## src/rtl/simctl_pkg.sv

```systemverilog
// Shared constants for the console / simulation-control peripheral:
// register offsets, STATUS bit layout, divider width and sequencer states.
package simctl_pkg;

  localparam logic [3:0] SIMCTL_TXDATA = 4'h0;
  localparam logic [3:0] SIMCTL_STATUS = 4'h4;
  localparam logic [3:0] SIMCTL_EXIT   = 4'h8;
  localparam logic [3:0] SIMCTL_DIV    = 4'hC;

  localparam int ST_FULL         = 0;
  localparam int ST_EMPTY        = 1;
  localparam int ST_EXIT_PENDING = 2;
  localparam int ST_DONE         = 3;
  localparam int ST_COUNT_LSB    = 8;

  localparam int SIMCTL_DIV_W = 16;

  localparam logic [1:0] SEQ_RUN     = 2'd0;
  localparam logic [1:0] SEQ_PENDING = 2'd1;
  localparam logic [1:0] SEQ_DONE    = 2'd2;

endpackage

```

## src/rtl/sync_fifo.sv

```systemverilog
// Single-clock FIFO with occupancy count. Pushes while full and pops while
// empty are dropped, so callers may assert them unconditionally.
module sync_fifo #(
  parameter int WIDTH = 8,
  parameter int DEPTH = 8
) (
  input  logic                       clk,
  input  logic                       rst_n,
  input  logic                       push,
  input  logic                       pop,
  input  logic [WIDTH-1:0]           wdata,
  output logic [WIDTH-1:0]           rdata,
  output logic                       full,
  output logic                       empty,
  output logic [$clog2(DEPTH):0]     count
);

  localparam int AW = $clog2(DEPTH);
  localparam int CW = AW + 1;

  logic [WIDTH-1:0] mem_r [DEPTH];
  logic [AW-1:0]    wr_ptr_r;
  logic [AW-1:0]    rd_ptr_r;
  logic [CW-1:0]    count_r;
  logic             do_push_s;
  logic             do_pop_s;

  // Status flags, head-of-queue data and qualified push/pop strobes.
  always_comb begin
    full      = (count_r == CW'(DEPTH));
    empty     = (count_r == {CW{1'b0}});
    count     = count_r;
    rdata     = mem_r[rd_ptr_r];
    do_push_s = push && !full;
    do_pop_s  = pop && !empty;
  end

  // Storage array; contents need no reset because count gates every read.
  always_ff @(posedge clk) begin
    if (do_push_s) begin
      mem_r[wr_ptr_r] <= wdata;
    end
  end

  // Pointer and occupancy bookkeeping; pointers wrap naturally modulo DEPTH.
  always_ff @(posedge clk) begin
    if (!rst_n) begin
      wr_ptr_r <= {AW{1'b0}};
      rd_ptr_r <= {AW{1'b0}};
      count_r  <= {CW{1'b0}};
    end else begin
      if (do_push_s) begin
        wr_ptr_r <= wr_ptr_r + AW'(1'b1);
      end
      if (do_pop_s) begin
        rd_ptr_r <= rd_ptr_r + AW'(1'b1);
      end
      case ({do_push_s, do_pop_s})
        2'b10:   count_r <= count_r + CW'(1'b1);
        2'b01:   count_r <= count_r - CW'(1'b1);
        default: count_r <= count_r;
      endcase
    end
  end

endmodule

```

## src/rtl/uart_simctl.sv

```systemverilog
// Console and simulation-control peripheral: register decode, paced TX drain
// and an exit sequencer that waits for the console to go quiet before
// raising sim_done.
module uart_simctl
  import simctl_pkg::*;
#(
  parameter int                      FIFO_DEPTH = 8,
  parameter logic [SIMCTL_DIV_W-1:0] DIV_RESET  = 16'd0
) (
  input  logic        clk,
  input  logic        rst_n,
  input  logic        bus_valid,
  input  logic        bus_we,
  input  logic [3:0]  bus_addr,
  input  logic [31:0] bus_wdata,
  input  logic [3:0]  bus_wstrb,
  output logic        bus_ready,
  output logic [31:0] bus_rdata,
  output logic        bus_rvalid,
  output logic        uart_tx_valid,
  output logic [7:0]  uart_tx_data,
  output logic        sim_done,
  output logic [31:0] sim_exit_code
);

  localparam int CW = $clog2(FIFO_DEPTH) + 1;

  localparam logic [1:0] SEL_TXDATA = SIMCTL_TXDATA[3:2];
  localparam logic [1:0] SEL_STATUS = SIMCTL_STATUS[3:2];
  localparam logic [1:0] SEL_EXIT   = SIMCTL_EXIT[3:2];
  localparam logic [1:0] SEL_DIV    = SIMCTL_DIV[3:2];

  logic                    fifo_full_s;
  logic                    fifo_empty_s;
  logic [CW-1:0]           fifo_count_s;
  logic [7:0]              fifo_head_s;
  logic [1:0]              reg_sel_s;
  logic                    tx_wr_s;
  logic                    stall_s;
  logic                    accept_s;
  logic                    push_s;
  logic                    pop_s;
  logic                    exit_wr_s;
  logic                    div_wr_s;
  logic [31:0]             status_s;
  logic [31:0]             rd_mux_s;
  logic                    unused_s;

  logic [SIMCTL_DIV_W-1:0] div_r;
  logic [SIMCTL_DIV_W-1:0] gap_r;
  logic [1:0]              seq_r;
  logic [31:0]             exit_code_r;
  logic [31:0]             bus_rdata_r;
  logic                    bus_rvalid_r;
  logic                    tx_valid_r;
  logic [7:0]              tx_data_r;
  logic                    sim_done_r;
  logic [31:0]             sim_exit_code_r;

  assign unused_s = ^bus_addr[1:0];

  sync_fifo #(.WIDTH(8), .DEPTH(FIFO_DEPTH)) u_fifo (
    .clk   (clk),
    .rst_n (rst_n),
    .push  (push_s),
    .pop   (pop_s),
    .wdata (bus_wdata[7:0]),
    .rdata (fifo_head_s),
    .full  (fifo_full_s),
    .empty (fifo_empty_s),
    .count (fifo_count_s)
  );

  // Bus decode: stall only real pushes into a full FIFO while still running.
  always_comb begin
    reg_sel_s = bus_addr[3:2];
    tx_wr_s   = bus_valid && bus_we && (reg_sel_s == SEL_TXDATA) && bus_wstrb[0];
    stall_s   = rst_n && tx_wr_s && fifo_full_s && (seq_r == SEQ_RUN);
    bus_ready = !stall_s;
    accept_s  = bus_valid && !stall_s;
    push_s    = accept_s && tx_wr_s && (seq_r == SEQ_RUN);
    pop_s     = !fifo_empty_s && (gap_r == {SIMCTL_DIV_W{1'b0}});
    exit_wr_s = accept_s && bus_we && (reg_sel_s == SEL_EXIT) && (bus_wstrb != 4'b0000);
    div_wr_s  = accept_s && bus_we && (reg_sel_s == SEL_DIV);
  end

  // Read data selection, STATUS word assembled from live state.
  always_comb begin
    status_s                        = 32'd0;
    status_s[ST_FULL]               = fifo_full_s;
    status_s[ST_EMPTY]              = fifo_empty_s;
    status_s[ST_EXIT_PENDING]       = (seq_r == SEQ_PENDING);
    status_s[ST_DONE]               = (seq_r == SEQ_DONE);
    status_s[ST_COUNT_LSB +: 8]     = 8'(fifo_count_s);
    case (reg_sel_s)
      SEL_TXDATA: rd_mux_s = 32'd0;
      SEL_STATUS: rd_mux_s = status_s;
      SEL_EXIT:   rd_mux_s = exit_code_r;
      SEL_DIV:    rd_mux_s = {16'd0, div_r};
      default:    rd_mux_s = 32'd0;
    endcase
  end

  // Registered read response, one-cycle rvalid pulse per accepted read.
  always_ff @(posedge clk) begin
    if (!rst_n) begin
      bus_rdata_r  <= 32'd0;
      bus_rvalid_r <= 1'b0;
    end else if (accept_s && !bus_we) begin
      bus_rdata_r  <= rd_mux_s;
      bus_rvalid_r <= 1'b1;
    end else begin
      bus_rvalid_r <= 1'b0;
    end
  end

  // DIV register, byte-lane writable; only consulted when the gap reloads.
  always_ff @(posedge clk) begin
    if (!rst_n) begin
      div_r <= DIV_RESET;
    end else if (div_wr_s) begin
      if (bus_wstrb[0]) div_r[7:0]  <= bus_wdata[7:0];
      if (bus_wstrb[1]) div_r[15:8] <= bus_wdata[15:8];
    end
  end

  // Drain engine: emit the head byte when the gap has expired, then reload it.
  always_ff @(posedge clk) begin
    if (!rst_n) begin
      tx_valid_r <= 1'b0;
      tx_data_r  <= 8'd0;
      gap_r      <= {SIMCTL_DIV_W{1'b0}};
    end else if (pop_s) begin
      tx_valid_r <= 1'b1;
      tx_data_r  <= fifo_head_s;
      gap_r      <= div_r;
    end else begin
      tx_valid_r <= 1'b0;
      if (gap_r != {SIMCTL_DIV_W{1'b0}}) begin
        gap_r <= gap_r - SIMCTL_DIV_W'(1'b1);
      end
    end
  end

  // Exit sequencer: first EXIT code wins; done only once the console is idle.
  always_ff @(posedge clk) begin
    if (!rst_n) begin
      seq_r           <= SEQ_RUN;
      exit_code_r     <= 32'd0;
      sim_done_r      <= 1'b0;
      sim_exit_code_r <= 32'd0;
    end else begin
      case (seq_r)
        SEQ_RUN: begin
          if (exit_wr_s) begin
            exit_code_r <= bus_wdata;
            seq_r       <= SEQ_PENDING;
          end
        end
        SEQ_PENDING: begin
          if (fifo_empty_s && !tx_valid_r) begin
            seq_r           <= SEQ_DONE;
            sim_done_r      <= 1'b1;
            sim_exit_code_r <= exit_code_r;
          end
        end
        SEQ_DONE: seq_r <= SEQ_DONE;
        default:  seq_r <= SEQ_RUN;
      endcase
    end
  end

  assign bus_rdata     = bus_rdata_r;
  assign bus_rvalid    = bus_rvalid_r;
  assign uart_tx_valid = tx_valid_r;
  assign uart_tx_data  = tx_data_r;
  assign sim_done      = sim_done_r;
  assign sim_exit_code = sim_exit_code_r;

endmodule

```

## config.mk

```make
export PLATFORM = sky130hd
export DESIGN_NAME = uart_simctl
export DESIGN_NICKNAME = d
export VERILOG_FILES = /design/src/rtl/simctl_pkg.sv /design/src/rtl/sync_fifo.sv /design/src/rtl/uart_simctl.sv
export SDC_FILE = /design/constraint.sdc
export NUM_CORES = 1
export LEC_CHECK = 0
export BUFFER_PORTS_ARGS = -buffer_cell sky130_fd_sc_hd__buf_2
export CAP_MARGIN = 20
export CORE_MARGIN = 5
export CORE_UTILIZATION = 35
export DETAILED_ROUTE_END_ITERATION = 8
export PLACE_DENSITY = 0.66
export SYNTH_ARGS = -nofsm -noshare
export SYNTH_HDL_FRONTEND = slang
export SYNTH_HIERARCHICAL = 1
export SYNTH_SLANG_ARGS = --single-unit
```

## constraint.sdc

```tcl
create_clock -name clk -period 2.65 [get_ports clk]
set_input_delay 0.53 -clock clk [delete_from_list [all_inputs] [get_ports clk]]
set_output_delay 0.53 -clock clk [all_outputs]
set_load 0.01 [all_outputs]
```

==> impl_results.md, run 1 <==
* Die area at between 0.02 and 0.03 mm2
* Hold depth at 3
* Top cell type's share of synthesized area at 0.3570
* Fin crit share at 0.9724
* Nets@finish at 995
* Post-CTS sizing at 0
* FMAX at a little under 400 MHz
* DRC errors left at 0
* CTS max path bufs at 3
* Ports at 120
* RSZ-0062 raised after global routing: yes
* FF+latch count, synth at ~220
* Starting Density at 0.3550
* Pwr Total at 7.685 mW
* Reg clk slew, reported paths at about 60 ps
* Cell Area, Synth at 0.008635 mm2
* DP HPWL at approximately 15 mm
* Postcts setup bufs at 0
* Register area share after synthesis at 0.5796
* Post-Synthesis Cells at 804
* Power Density at a little over 700 mW/mm2
* Reg2reg setup slack at approximately 73 ps
* CTS root buf: clkbuf_16
* Post-synthesis compound-gate area fraction at 0.1006
* Worst Path Arrival at 3020 ps
* Ratio of cells with drive above 1 in the final layout at 0.2780
* Drt via density at between 5 and 6
* Most frequent cells after synthesis: nand2_1 (159), dfxtp_1 (154), a21oi_1 (81), edfxtp_1 (64), nor2_1 (47)
* Post-route ant nets at 0
* CORE AREA at 0.02432 mm2
* Finish-stage setup viols at 0
* Die height at approximately 170 um
* Antenna violations before repair at 4
* Post-synthesis xor/xnor area fraction at 0.01319
* Setup total negative slack at 0 ps
* Vias at ~6.5k
* Crit Reg-Reg Startpoint: gap_r[10]
* Detailed-route wire length at between 20 and 25 mm
* Count of flip-flops with a built-in enable after synthesis at 64
* Top FF cell, synth: dfxtp_1
* Portion of netlist area occupied by mux cells at 0.1055
* Slew headroom at 0.4531
* Dpl cells at between 1k and 1.5k
* Slew Limit Fails at 0
* Adder-cell share of the synthesized area at 0.01304
* Overflow after GRT at 0
* Required @ worst endpoint at about 3100 ps
* Die width at about 170 um
* Post-layout min period at around 2600 ps
* PortBufs at between 100 and 150
* Placer Congestion at a little over 0.8
* Final Core Density at 0.4353
* First-pass GRT wire length at between 30 and 40 mm
* Main combinational cell family by area after synthesis: simple AND/OR/NAND/NOR gates
* Status: finished clean
* Critical Path End Type: register
* Hold Path Origin: bus_wdata[29]
* Site Rows at 57
* Total track usage at 0.1554
* Vias in the first global route at 6338
* Most common cell in the netlist: nand2_1
* Placement Setup Slack at -17.80 ps
* Worst slew pin tran at just over 800 ps
* Max-Cap Viols at 0
* DRT iter0 DRCs at approximately 410
* Clk_lat worst skew at around 510 ps
* CTS tree: yes
* Leading area contributor after synthesis: dfxtp_1
* Post-synth cell types at 59
* Clk sinks at between 200 and 250
* Largest fanout on the critical path at 4
* Worst setup margin at 73.13 ps
* Post-synthesis async set-or-reset flop share at 0
* Hold Path End: exit_code_r[29]
* Setup Skew at 27.22 ps
* Final Hold Fails at 0
* WS Path Type: reg -> reg
* Crit start category: register
* Area grow syn2layout at 22.61%
* Initial DRT Pass Iterations at 5
* CTS Buf Count at 23
* Area contributors post-synth: dfxtp_1 (36%), edfxtp_1 (22%), nand2_1 (6.9%)
* H-tree lvl count at 1
* Fill count at roughly 2.3k
* HP Class: in -> reg
* Pin count of the biggest net entering global routing at 57
* Syn Area/Cell at between 10 and 15 um2
* Simple-gate share of the synthesized area at 0.1579
* FF-to-FF End: u_fifo/count[2]
* Worst R2R Path Depth at 11
* Non-filler cells in the finished layout at around 1.3k
* Hold buffers post-CTS at 0
* Pleak at approximately 4.1 nW
* WL/cell at 17.50 um
* Syn Nets at 857
* Maximum vdd drop at around 400 uV
* Syn. warnings at 6
==> logic make-up (layout without fill, tap and decap cells) <==
| group | Yosys count | after routing |
|---|---|---|
| and+or+nand+nor | 297 | 297 |
| DFF | 218 | 218 |
| AOI/OAI and AO/OA | 138 | 138 |
| muxes | 68 | 68 |
| buffers and inverters | 61 | 214 |
| xor gates and xnor gates | 13 | 13 |
| adders and majority gates | 9 | 9 |
| other | 0 | 3 |
==> power by group <==
| group | switching, mW | leakage, nW | internal (mW) | total [mW] |
|---|---|---|---|---|
| clock network | 1.27 | 0.352 | 1.81 | 3.09 |
| registers | 0.110 | 1.82 | 3.53 | 3.64 |
| logic | 0.514 | 1.93 | 0.443 | 0.956 |
| total | 1.90 | 4.11 | 5.79 | 7.68 |
==> metrics by stage <==
stage          hold WS (ps)  cell area [um2]
5_1_grt               242.9            10580
3_5_place_dp          445.1             9837
3_3_place_gp          439.9             9837
2_1_floorplan         442.5             8696
6_report              258.1            10590
4_1_cts               242.3            10560
==> placed cells by master (no fill, tap or decap), types with 5 or more instances in the layout <==
cell / count
a211oi_1: 6
a21oi_1: 81
a221oi_1: 8
a22o_1: 16
a22oi_1: 8
and2_1: 8
buf_2: 117
buf_4: 46
clkbuf_1: 8
clkbuf_16: 23
dfxtp_1: 152
edfxtp_1: 64
inv_1: 9
mux2_2: 24
mux2i_1: 28
mux4_2: 16
nand2_1: 159
nand2b_1: 6
nand3_1: 10
nor2_1: 46
nor2b_1: 5
nor3_1: 23
o21ai_0: 5
xnor2_1: 8
xor2_1: 5
==> layout make-up <==
type / count / area (um2) / area share
multi-input combinational: 525 / 3458 / 0.3267
antenna: 3 / 7.507 / 0.0007091
sequential: 218 / 5007 / 0.4730
clock buffer: 35 / 660.6 / 0.06240
timing repair buffer: 164 / 950.9 / 0.08982
clock inverter: 5 / 57.56 / 0.005437
tap: 324 / 405.4 / 0.03829
inverter: 10 / 38.79 / 0.003664
==> metal layers <==
metal	vias to the layer above	share of wire	GRT usage
met5	-	0.00071	0
met1	3115	0.44	0.2032
met2	173	0.48	0.2552
li1	3127	-	-
met3	43	0.053	0.03058
met4	4	0.030	0.05977
==> worst max path at each step <==
stage,startpoint,end,slack (ps)
after floorplan,gap_r[1],u_fifo/count[2],-3
after global placement,bus_addr[2],u_fifo/count[2],-10
after detailed placement,bus_addr[2],u_fifo/count[2],-20
after CTS,seq_r[0],u_fifo/count[2],30
after global routing,gap_r[0],u_fifo/count[2],-130
final,gap_r[10],u_fifo/count[2],70
==> flip-flops by register name, summed over array words and instances (netlist names), named ones only <==
signal	cells
bus_rdata	32
sim_done	1
uart_tx_data	8
u_fifo/count	4
sim_exit_code	32
seq_r	2
u_fifo/wr_ptr_r	3
div_r	16
uart_tx_valid	1
u_fifo/mem_r	64
gap_r	16
exit_code_r	32
u_fifo/rd_ptr_r	3
bus_rvalid	1
==> critical path, cell delays in order, from the launching register on <==
cell and delay [ps]:
dfxtp_1 340, nor4_1 400, nand4_1 250, nor2_1 150
o41a_1 240, ha_4 160, xor2_1 160, ha_2 190
a21oi_1 40, xor2_1 150, or3_1 310, a21boi_1 120
Note: power is estimated with default switching activity, not from simulation.
==> run 2, diff against run 1 <==
Settings changed: BUFFER_PORTS_ARGS -buffer_cell sky130_fd_sc_hd__buf_2 to -buffer_cell sky130_fd_sc_hd__buf_4, RECOVER_POWER set to 25.
==> run 2 against run 1 <==
Hold slack got worse by 4.0 ps. Via count down 0.79%. Critical path depth rose by 2. Largest power group unchanged. Clock skew is 3.6 ps higher. Clock-buffer cell count decreased by 6. Clock power up 11%. Highest routed layer is now met4. Maximum frequency shrank 0.71%.
==> impl_results.md, run 2 (synthesis results as in run 1) <==
* ANT cells at 0
* Reg2reg setup slack at 50 ps
* Final instance area at around 0.011 mm2
* Non-filler cells in the finished layout at about 1.3k
* Drt via density at 4.997
* Slew headroom at 0.03134
* Slew Limit Fails at 0
* Pleak at between 4 and 5 nW
* Largest fanout on the critical path at 6
* DRT iter0 DRCs at ~340
* Dpl cells at approximately 1.2k
* Worst Path Arrival at between 3000 and 4000 ps
* Cell Area, Placed at 0.01012 mm2
* Die height at ~170 um
* Maximum vdd drop at about 600 uV
* Die width at around 170 um
* Area grow syn2layout at 26.65%
* Final Core Density at 0.4497
* DP HPWL at 15.40 mm
* Clk sinks at ~220
* Top reg by flops: u_fifo/mem_r
* Placement Setup Slack at between 20 and 25 ps
* Worst setup margin at 54.65 ps
* Overflow after GRT at 0
* CORE AREA at about 0.024 mm2
* Antenna violations before repair at 0
* Vias in the first global route at ~6.4k
* Crit start category: register
* PortBufs at 117
* Ratio of cells with drive above 1 in the final layout at 0.2774
* Power Density at between 700 and 800 mW/mm2
* Post-route ant nets at 0
* CTS tree: yes
* Final hold slack at between 200 and 300 ps
* CTS max path bufs at 3
* Pwr Total at about 8.1 mW
* First-pass GRT wire length at between 30 and 40 mm
* HP Class: in -> reg
* Nets@finish at between 900 and 1k
* Site Rows at 57
* Clk_lat worst skew at between 500 and 600 ps
* Fin crit share at 0.9794
* CTS Buf Count at 23
* DRC errors left at 0
* Max FFs per register at 64
* Placer Congestion at just over 0.8
* Status: finished clean
* Pin count of the biggest net entering global routing at 43
* Die area at ~0.028 mm2
* Post-layout min period at approximately 2600 ps
* Final Hold Fails at 0
* WS Path Type: reg -> reg
* Vias at ~6.4k
* Detailed-route wire length at between 20 and 25 mm
* Critical Path End Type: register
* Starting Density at 0.3550
* Worst slew pin tran at about 1500 ps
* Setup Skew at between 30 and 40 ps
* Commonest non-fill, non-tap cell in the layout: nand2_1
* FMAX at 385.3 MHz
* Initial DRT Pass Iterations at 5
* H-tree lvl count at 1
* Ports at between 100 and 150
* Required @ worst endpoint at roughly 3100 ps
* Max-Cap Viols at 0
* RSZ-0062 raised after global routing: yes
* Reg clk slew, reported paths at about 60 ps
* Setup total negative slack at 0 ps
* Most frequent cells in the layout: nand2_1 (159), dfxtp_1 (152), buf_4 (152)
* Finish-stage setup viols at 0
* Total track usage at 0.1576
* WL/cell at between 15 and 20 um
* CTS root buf: clkbuf_16
[run 2: where the power goes]
| part | internal [mW] | switching (mW) |
|---|---|---|
| combinational | 0.470 | 0.530 |
| clock | 2.10 | 1.32 |
| sequential | 3.53 | 0.114 |
[run 2: repair_timing]
| item | 4_1_cts | 5_1_grt |
|---|---|---|
| buffers inserted | 0 | 1 |
| gates resized for setup | 0 | 8 |
| endpoints found under the setup margin | 0 | 2 |
| hold buffers | 0 | 0 |
[run 2: cell type report]
cell class                 instances  area (um2)
fill                            2239       13380
sequential                       218        5010
multi-input combinational        525        3465
timing repair buffer             164        1204
clock buffer                      29       638.1
tap                              324       405.4
clock inverter                    13       175.2
inverter                          10       38.79
[run 2: metal layers]
metal  global-route usage  part of all wire  vias up  wire, um
met5                    0                 0        -         0
met4              0.04162             0.020        0       455
met3              0.02489             0.050       28      1128
met2               0.2642              0.48      153     10790
met1               0.2133              0.45     3098     10170
li1                     -                 -     3132         -
[run 2: worst paths after layout]
path	from	endpoint	cells after the start
setup / recovery	gap_r[0]	u_fifo/count[2]	13
hold reg to reg	sim_exit_code[31]	sim_exit_code[31]	2
setup reg to reg	gap_r[0]	u_fifo/count[2]	13
hold / removal	bus_wdata[29]	exit_code_r[29]	3
[run 2: critical path, stage by stage, from the launching register on]
cell,delay (ps)
dfxtp_4,360
inv_2,60
ha_4,120
nor4b_4,200
nand4_1,200
nor2_1,150
o41a_1,240
ha_4,160
xor2_1,160
ha_2,200
a21oi_2,40
xor2_1,150
or3_1,350
a21boi_1,130
